<file path="src/rtl/sprite_pkg.sv">
// Shared sprite layout definitions: pixel/word geometry, packer FSM states and
// the (x,y) -> (word address, nibble) mapping used by both writer and colour mappers.
package sprite_pkg;

    localparam int PIX_BITS     = 4;
    localparam int PIX_PER_WORD = 8;
    localparam int WORD_BITS    = 32;

    typedef enum logic [1:0] {
        IDLE,
        FILL,
        WRITE,
        DONE
    } state_t;

    typedef struct packed {
        logic [31:0] word_addr;
        logic [2:0]  nib;
    } pix_loc_t;

    // Raster-order linear index split into packed word address and nibble slot.
    function automatic pix_loc_t pix_loc(input int unsigned x,
                                         input int unsigned y,
                                         input int unsigned width);
        int unsigned lin;
        pix_loc_t    loc;
        lin           = x + y * width;
        loc.word_addr = 32'(lin / PIX_PER_WORD);
        loc.nib       = 3'(lin % PIX_PER_WORD);
        return loc;
    endfunction

endpackage

</file>
<file path="src/rtl/sprite_pixel_packer_if.sv">
// Pixel stream in / sprite BRAM write port out of the packer, plus status.
// master = loader/test side, slave = packer.
interface sprite_pixel_packer_if
    import sprite_pkg::*;
#(
    parameter int ADDR_W = 6
);

    logic                 Start;
    logic                 Pix_valid;
    logic [PIX_BITS-1:0]  Pix_data;
    logic                 Pix_ready;
    logic                 Mem_we;
    logic [ADDR_W-1:0]    Mem_addr;
    logic [WORD_BITS-1:0] Mem_wdata;
    logic                 Busy;
    logic                 Done;

    modport master (
        output Start, Pix_valid, Pix_data,
        input  Pix_ready, Mem_we, Mem_addr, Mem_wdata, Busy, Done
    );

    modport slave (
        input  Start, Pix_valid, Pix_data,
        output Pix_ready, Mem_we, Mem_addr, Mem_wdata, Busy, Done
    );

endinterface

</file>
<file path="src/rtl/sprite_pixel_packer.sv">
// Packs raster-order 4-bit pixels 8-per-word into sprite BRAM from address 0; Mem_we
// one cycle after the completing handshake, 8 px / 9 cycles; Pix_ready low outside FILL.
module sprite_pixel_packer
    import sprite_pkg::*;
#(
    parameter int SPRITE_W = 20,
    parameter int SPRITE_H = 20,
    parameter int ADDR_W   = 6
) (
    input  logic                   Clk,
    input  logic                   Reset_n,
    sprite_pixel_packer_if.slave   bus
);

    localparam int TOTAL = SPRITE_W * SPRITE_H;
    localparam int WORDS = (TOTAL + PIX_PER_WORD - 1) / PIX_PER_WORD;
    localparam int LAST  = WORDS - 1;
    localparam int CNT_W = $clog2(TOTAL + 1);

    state_t               state, state_n;
    logic [2:0]           nib, nib_n;
    logic [CNT_W-1:0]     pix_cnt, pix_cnt_n;
    logic [WORD_BITS-1:0] pack, pack_n;
    logic [WORD_BITS-1:0] wdata_q, wdata_n;
    logic [ADDR_W-1:0]    word_addr, word_addr_n;
    logic [ADDR_W-1:0]    maddr_q, maddr_n;
    logic                 hs;

    assign hs = (state == FILL) && bus.Pix_valid;

    always_ff @(posedge Clk) begin
        if (!Reset_n) begin
            state     <= IDLE;
            nib       <= '0;
            pix_cnt   <= '0;
            pack      <= '0;
            wdata_q   <= '0;
            word_addr <= '0;
            maddr_q   <= '0;
        end else begin
            state     <= state_n;
            nib       <= nib_n;
            pix_cnt   <= pix_cnt_n;
            pack      <= pack_n;
            wdata_q   <= wdata_n;
            word_addr <= word_addr_n;
            maddr_q   <= maddr_n;
        end
    end

    always_comb begin
        state_n     = state;
        nib_n       = nib;
        pix_cnt_n   = pix_cnt;
        pack_n      = pack;
        wdata_n     = wdata_q;
        word_addr_n = word_addr;
        maddr_n     = maddr_q;

        unique case (state)
            IDLE: begin
                if (bus.Start) begin
                    state_n     = FILL;
                    pack_n      = '0;
                    nib_n       = '0;
                    pix_cnt_n   = '0;
                    word_addr_n = '0;
                end
            end

            FILL: begin
                if (hs) begin
                    pack_n[{nib, 2'b00} +: PIX_BITS] = bus.Pix_data;
                    nib_n     = nib + 3'd1;
                    pix_cnt_n = pix_cnt + CNT_W'(1);
                    // Output registers load here so they only move when a word is due.
                    if (nib == 3'd7 || pix_cnt == CNT_W'(TOTAL - 1)) begin
                        state_n = WRITE;
                        wdata_n = pack_n;
                        maddr_n = word_addr;
                    end
                end
            end

            WRITE: begin
                if (word_addr == ADDR_W'(LAST)) begin
                    state_n = DONE;
                end else begin
                    word_addr_n = word_addr + ADDR_W'(1);
                    pack_n      = '0;
                    nib_n       = '0;
                    state_n     = FILL;
                end
            end

            DONE: begin
                state_n = IDLE;
            end

            default: begin
                state_n = IDLE;
            end
        endcase
    end

    assign bus.Pix_ready = (state == FILL);
    assign bus.Mem_we    = (state == WRITE);
    assign bus.Mem_addr  = maddr_q;
    assign bus.Mem_wdata = wdata_q;
    assign bus.Busy      = (state != IDLE);
    assign bus.Done      = (state == DONE);

endmodule

</file>
<file path="src/flat_wrapper.sv">
// flat-port wrapper written by rule: the top's interface ports become plain ports
module sprite_pixel_packer_flat import sprite_pkg::*;
#(
    parameter int SPRITE_W = 20,
    parameter int SPRITE_H = 20,
    parameter int ADDR_W   = 6
)
  (Clk, Reset_n, bus_Start, bus_Pix_valid, bus_Pix_data, bus_Pix_ready, bus_Mem_we, bus_Mem_addr, bus_Mem_wdata, bus_Busy, bus_Done);
  sprite_pixel_packer_if #(.ADDR_W(ADDR_W)) bus_i ();
  input  logic Clk;
  input  logic Reset_n;
  input wire logic [$bits(bus_i.Start)-1:0] bus_Start;
  input wire logic [$bits(bus_i.Pix_valid)-1:0] bus_Pix_valid;
  input wire logic [$bits(bus_i.Pix_data)-1:0] bus_Pix_data;
  output wire logic [$bits(bus_i.Pix_ready)-1:0] bus_Pix_ready;
  output wire logic [$bits(bus_i.Mem_we)-1:0] bus_Mem_we;
  output wire logic [$bits(bus_i.Mem_addr)-1:0] bus_Mem_addr;
  output wire logic [$bits(bus_i.Mem_wdata)-1:0] bus_Mem_wdata;
  output wire logic [$bits(bus_i.Busy)-1:0] bus_Busy;
  output wire logic [$bits(bus_i.Done)-1:0] bus_Done;
  assign bus_i.Start = bus_Start;
  assign bus_i.Pix_valid = bus_Pix_valid;
  assign bus_i.Pix_data = bus_Pix_data;
  assign bus_Pix_ready = bus_i.Pix_ready;
  assign bus_Mem_we = bus_i.Mem_we;
  assign bus_Mem_addr = bus_i.Mem_addr;
  assign bus_Mem_wdata = bus_i.Mem_wdata;
  assign bus_Busy = bus_i.Busy;
  assign bus_Done = bus_i.Done;
  sprite_pixel_packer #(.SPRITE_W(SPRITE_W), .SPRITE_H(SPRITE_H), .ADDR_W(ADDR_W)) u_core (.Clk(Clk), .Reset_n(Reset_n), .bus(bus_i));
endmodule
</file>
<file path="config.mk">
export PLATFORM = sky130hd
export DESIGN_NAME = sprite_pixel_packer_flat
export DESIGN_NICKNAME = d
export VERILOG_FILES = /design/src/rtl/sprite_pkg.sv /design/src/rtl/sprite_pixel_packer_if.sv /design/src/rtl/sprite_pixel_packer.sv /design/src/flat_wrapper.sv
export SDC_FILE = /design/constraint.sdc
export NUM_CORES = 1
export LEC_CHECK = 0
export CORE_UTILIZATION = 46
export CTS_CLUSTER_DIAMETER = 150
export CTS_CLUSTER_SIZE = 14
export DETAILED_ROUTE_END_ITERATION = 12
export GPL_TIMING_DRIVEN = 0
export PLACE_DENSITY_LB_ADDON = 0.2
export SYNTH_ARGS = -nofsm -noshare
export SYNTH_HDL_FRONTEND = slang
export SYNTH_SLANG_ARGS = --single-unit
</file>
<file path="constraint.sdc">
create_clock -name Clk -period 3.24 [get_ports Clk]
set_input_delay 0.972 -clock Clk [delete_from_list [all_inputs] [get_ports Clk]]
set_output_delay 0.972 -clock Clk [all_outputs]
set_load 0.03 [all_outputs]
</file>
==> impl_results.md, run 1 <==
- Run status: completed
- Wirelength per Cell: 17.0 um
- Slowest Stage Delay on Critical Path: 0.73 ns
- All-Layer GR Usage: 22.8%
- Synthesized netlist net count: 405
- Slowest cell on the critical path: clkdlybuf4s50_1
- DRC marker count from the first detailed-route iteration: 126
- Setup violations, final: 0
- Lkg Pwr: 1.63 nW
- Transition at the pin with the smallest max-transition slack: 0.593 ns
- Number of hold violations in the final report: 0
- Post-cts resize count: 0
- Pin count of the biggest net entering global routing: 15
- TritonCTS clock tree: done
- Drt drc: 0
- Port Buffer Count: 48
- DP HPWL: 6720 um
- Total Negative Setup Slacks: 0 ns
- Number of detailed-routing iterations run before antenna repair: 4
- Diodes inserted: 0
- Clock slew at the register clock pins of the worst setup and hold paths: 0.09 ns
- Total chip power: 2.04 mW
- Max IR drop VDD: 0.224 mV
- Number of enable-type register cells in the synthesized netlist: 0
- Ratio of cells with drive above 1 in the final layout: 9.71%
- Achievable Freq: 0.357 GHz
- Routability congestion estimate: 0.846
- Final cycle utilization of the critical path: 86.4%
- Max clock buf depth: 2
- Most frequently used cell type in the post-synthesis netlist: dfxtp_1
- Hold WC Path Type: register to register
- Shortest clock period the worst path allows after layout: 2.80 ns
- Number of antenna violations at the first check in global routing: 0
- Non-Filler Cell Area, Final: 0.00475 mm2
- Post-synthesis sequential element count: 90
- Pwr/cell area: 430 mW/mm2
- Category of the worst setup path launch point: register
- Data arrival at the endpoint of the critical path: 1.83 ns
- Final number of max-transition violations: 0
- Post-Synthesis Cells: 389
- # IOs: 50
- Required time reported for the critical path endpoint: 2.27 ns
- CTS H-tree lvls: 3
- Routed WL: 9490 um
- Main area contributors after synthesis: dfxtp_1, mux2i_1, a22o_1
- Most area-hungry cell type in the Yosys netlist: dfxtp_1
- Post-DR vias/cell: 5.79
- CP cell instances: buf_6 -> nor2b_1 -> clkdlybuf4s50_1
- Proportion of synthesized flip-flops having asynchronous set or reset: 0%
- Overall die width: 94.6 um
- Area growth from synthesis to layout: 20.5%
- Maximum fanout along the worst path: 10
- Hold_buf cts: 0
- Effective utilization at floorplan: 47.7%
- Synth Flop Type: dfxtp_1
- Headroom to the max-slew limit: 60.2%
- Yosys cell types: 54
- Max-cap violations: 0
- Sink count of the clock tree: 90
- Remaining antenna violation count: 0
- Clock buffer count from CTS: 9
- Final standard cell utilization of the core: 57.5%
- Post-Synthesis Mean Instance Area: 10.1 um2
- Mapped Area: 0.00394 mm2
- Worst slack at placement: 0.343 ns
- Setup repair after global routing missed its margin: false
- Clock root buffer: clkbuf_8
- Number of nets in the layout: 464
- DIE AREA: 0.00895 mm2
- Top-area cell type share of the netlist area: 45.7%
- Slack of the critical path: 0.442 ns
- Type of element capturing the critical path: primary output
- Yosys warnings: 0
- Total setup buffers inserted after CTS: 0
- Total grt overflow: 0
- Clock Latency Late Sink: 0.36 ns
- Fill cell instance count of the final layout: 749
- Global-route wire length before repair: 15500 um
- Share of the yosys chip area belonging to registers: 45.7%
- Die Span Y: 94.6 um
- Area after DPL: 0.00455 mm2
- Core Rows: 33
- Core outline area: 0.00826 mm2
- Vias after detailed routing: 3229
- Largest clock skew in the final design: 0.0116 ns
- Commonest cells in the netlist: dfxtp_1, a22o_1, mux2i_1
- Worst Path Class, Setup: register to primary output
- Vias in the first global route: 3037
metrics by stage:
step / hold WS [ns] / instances
CTS: 0.481 / 558
floorplan: 0.441 / 389
global route: 0.489 / 558
finish: 0.479 / 558
global placement: 0.457 / 542
detailed placement: 0.457 / 542
cells by family (layout without fill, tap and decap cells):
logic type	count (synthesis)	after routing	synth area share, %
multiplexers	34	34	8.66
flip-flops	90	90	45.7
AND/OR/NAND/NOR	73	73	11.2
buffers and inverters	37	101	4.16
XOR/XNOR	11	11	2.44
adder cells (fa/ha/maj)	8	8	2.54
AO/OA/AOI/OAI	136	136	25.3
per-layer routing:
metal | wire length, um | share of wire [%] | GRT usage, % | vias to the layer above
li1 | - | - | - | 1583
met1 | 4500 | 47 | 30.0 | 1563
met2 | 4430 | 47 | 36.2 | 74
met3 | 414 | 4.4 | 4.75 | 9
met4 | 144 | 1.5 | 9.47 | 0
met5 | 0 | 0 | 0 | -
critical path: cells and delay by family (launching register included):
kind / cells / cell delay (ns)
AND/OR/NAND/NOR: 1 / 0.29
flip-flops: 1 / 0.33
buffers and inverters: 2 / 0.85
layout make-up:
class,instances,area (um2),area share [%]
inverter,7,26.3,0.553
clock buffer,12,145,3.06
tap,105,131,2.77
timing repair buffer,48,480,10.1
buffer,30,138,2.90
clock inverter,4,51.3,1.08
multi-input combinational,262,1980,41.6
sequential,90,1800,37.9
worst paths after layout:
| path | end | depth (start not counted) | slack [ns] | from |
|---|---|---|---|---|
| setup / recovery | bus_Mem_we | 3 | 0.44 | u_core.state[1] |
| hold reg to reg | u_core.bus.Mem_addr[3] | 2 | 0.48 | u_core.bus.Mem_addr[3] |
| hold / removal | u_core.bus.Mem_addr[3] | 2 | 0.48 | u_core.bus.Mem_addr[3] |
| setup reg to reg | u_core.pack[10] | 8 | 0.64 | u_core.nib[0] |
report_power, final:
group,internal (mW),switching (mW)
registers,1.11,0.00773
clock network,0.379,0.394
logic,0.0491,0.100
total,1.54,0.503
cell usage in the layout (no fill, tap or decap), types with 9 or more instances in the layout:
cell	instances
a211oi_1	19
a21oi_1	25
a22o_1	34
clkbuf_1	21
clkbuf_8	10
clkdlybuf4s50_1	48
dfxtp_1	90
mux2i_1	33
nand2_1	9
nand3_1	12
nor2_1	18
o211ai_1	16
o21ai_0	23
registers in the layout, indices dropped and copies added, names as in the netlist:
register / count
u_core.bus.Mem_wdata: 32
u_core.pix_cnt: 9
u_core.bus.Mem_addr: 6
u_core.state: 2
u_core.pack: 32
u_core.nib: 3
u_core.word_addr: 6
(Power assumes the default switching activity.)
==> run 2: changes to the inputs <==
--- a/config.mk
+++ b/config.mk
@@ -11,6 +11,7 @@
 export DETAILED_ROUTE_END_ITERATION = 12
 export GPL_TIMING_DRIVEN = 0
 export PLACE_DENSITY_LB_ADDON = 0.2
+export SLEW_MARGIN = 0
 export SYNTH_ARGS = -nofsm -noshare
 export SYNTH_HDL_FRONTEND = slang
 export SYNTH_SLANG_ARGS = --single-unit
==> constraint.sdc (replaced) <==
create_clock -name Clk -period 3.35 [get_ports Clk]
set_input_delay 1.005 -clock Clk [delete_from_list [all_inputs] [get_ports Clk]]
set_output_delay 1.005 -clock Clk [all_outputs]
set_load 0.03 [all_outputs]
==> results of run 2 <==
The final DEF is identical to that of run 1. Status: completed.
Among the figures that moved: setup slack after placement 0.343 ns -> 0.420 ns; setup slack after layout 0.442 ns -> 0.519 ns; register-to-register setup slack 0.64 ns -> 0.75 ns; total power 2.04 mW -> 1.97 mW; worst IR drop on VDD 0.224 mV -> 0.217 mV
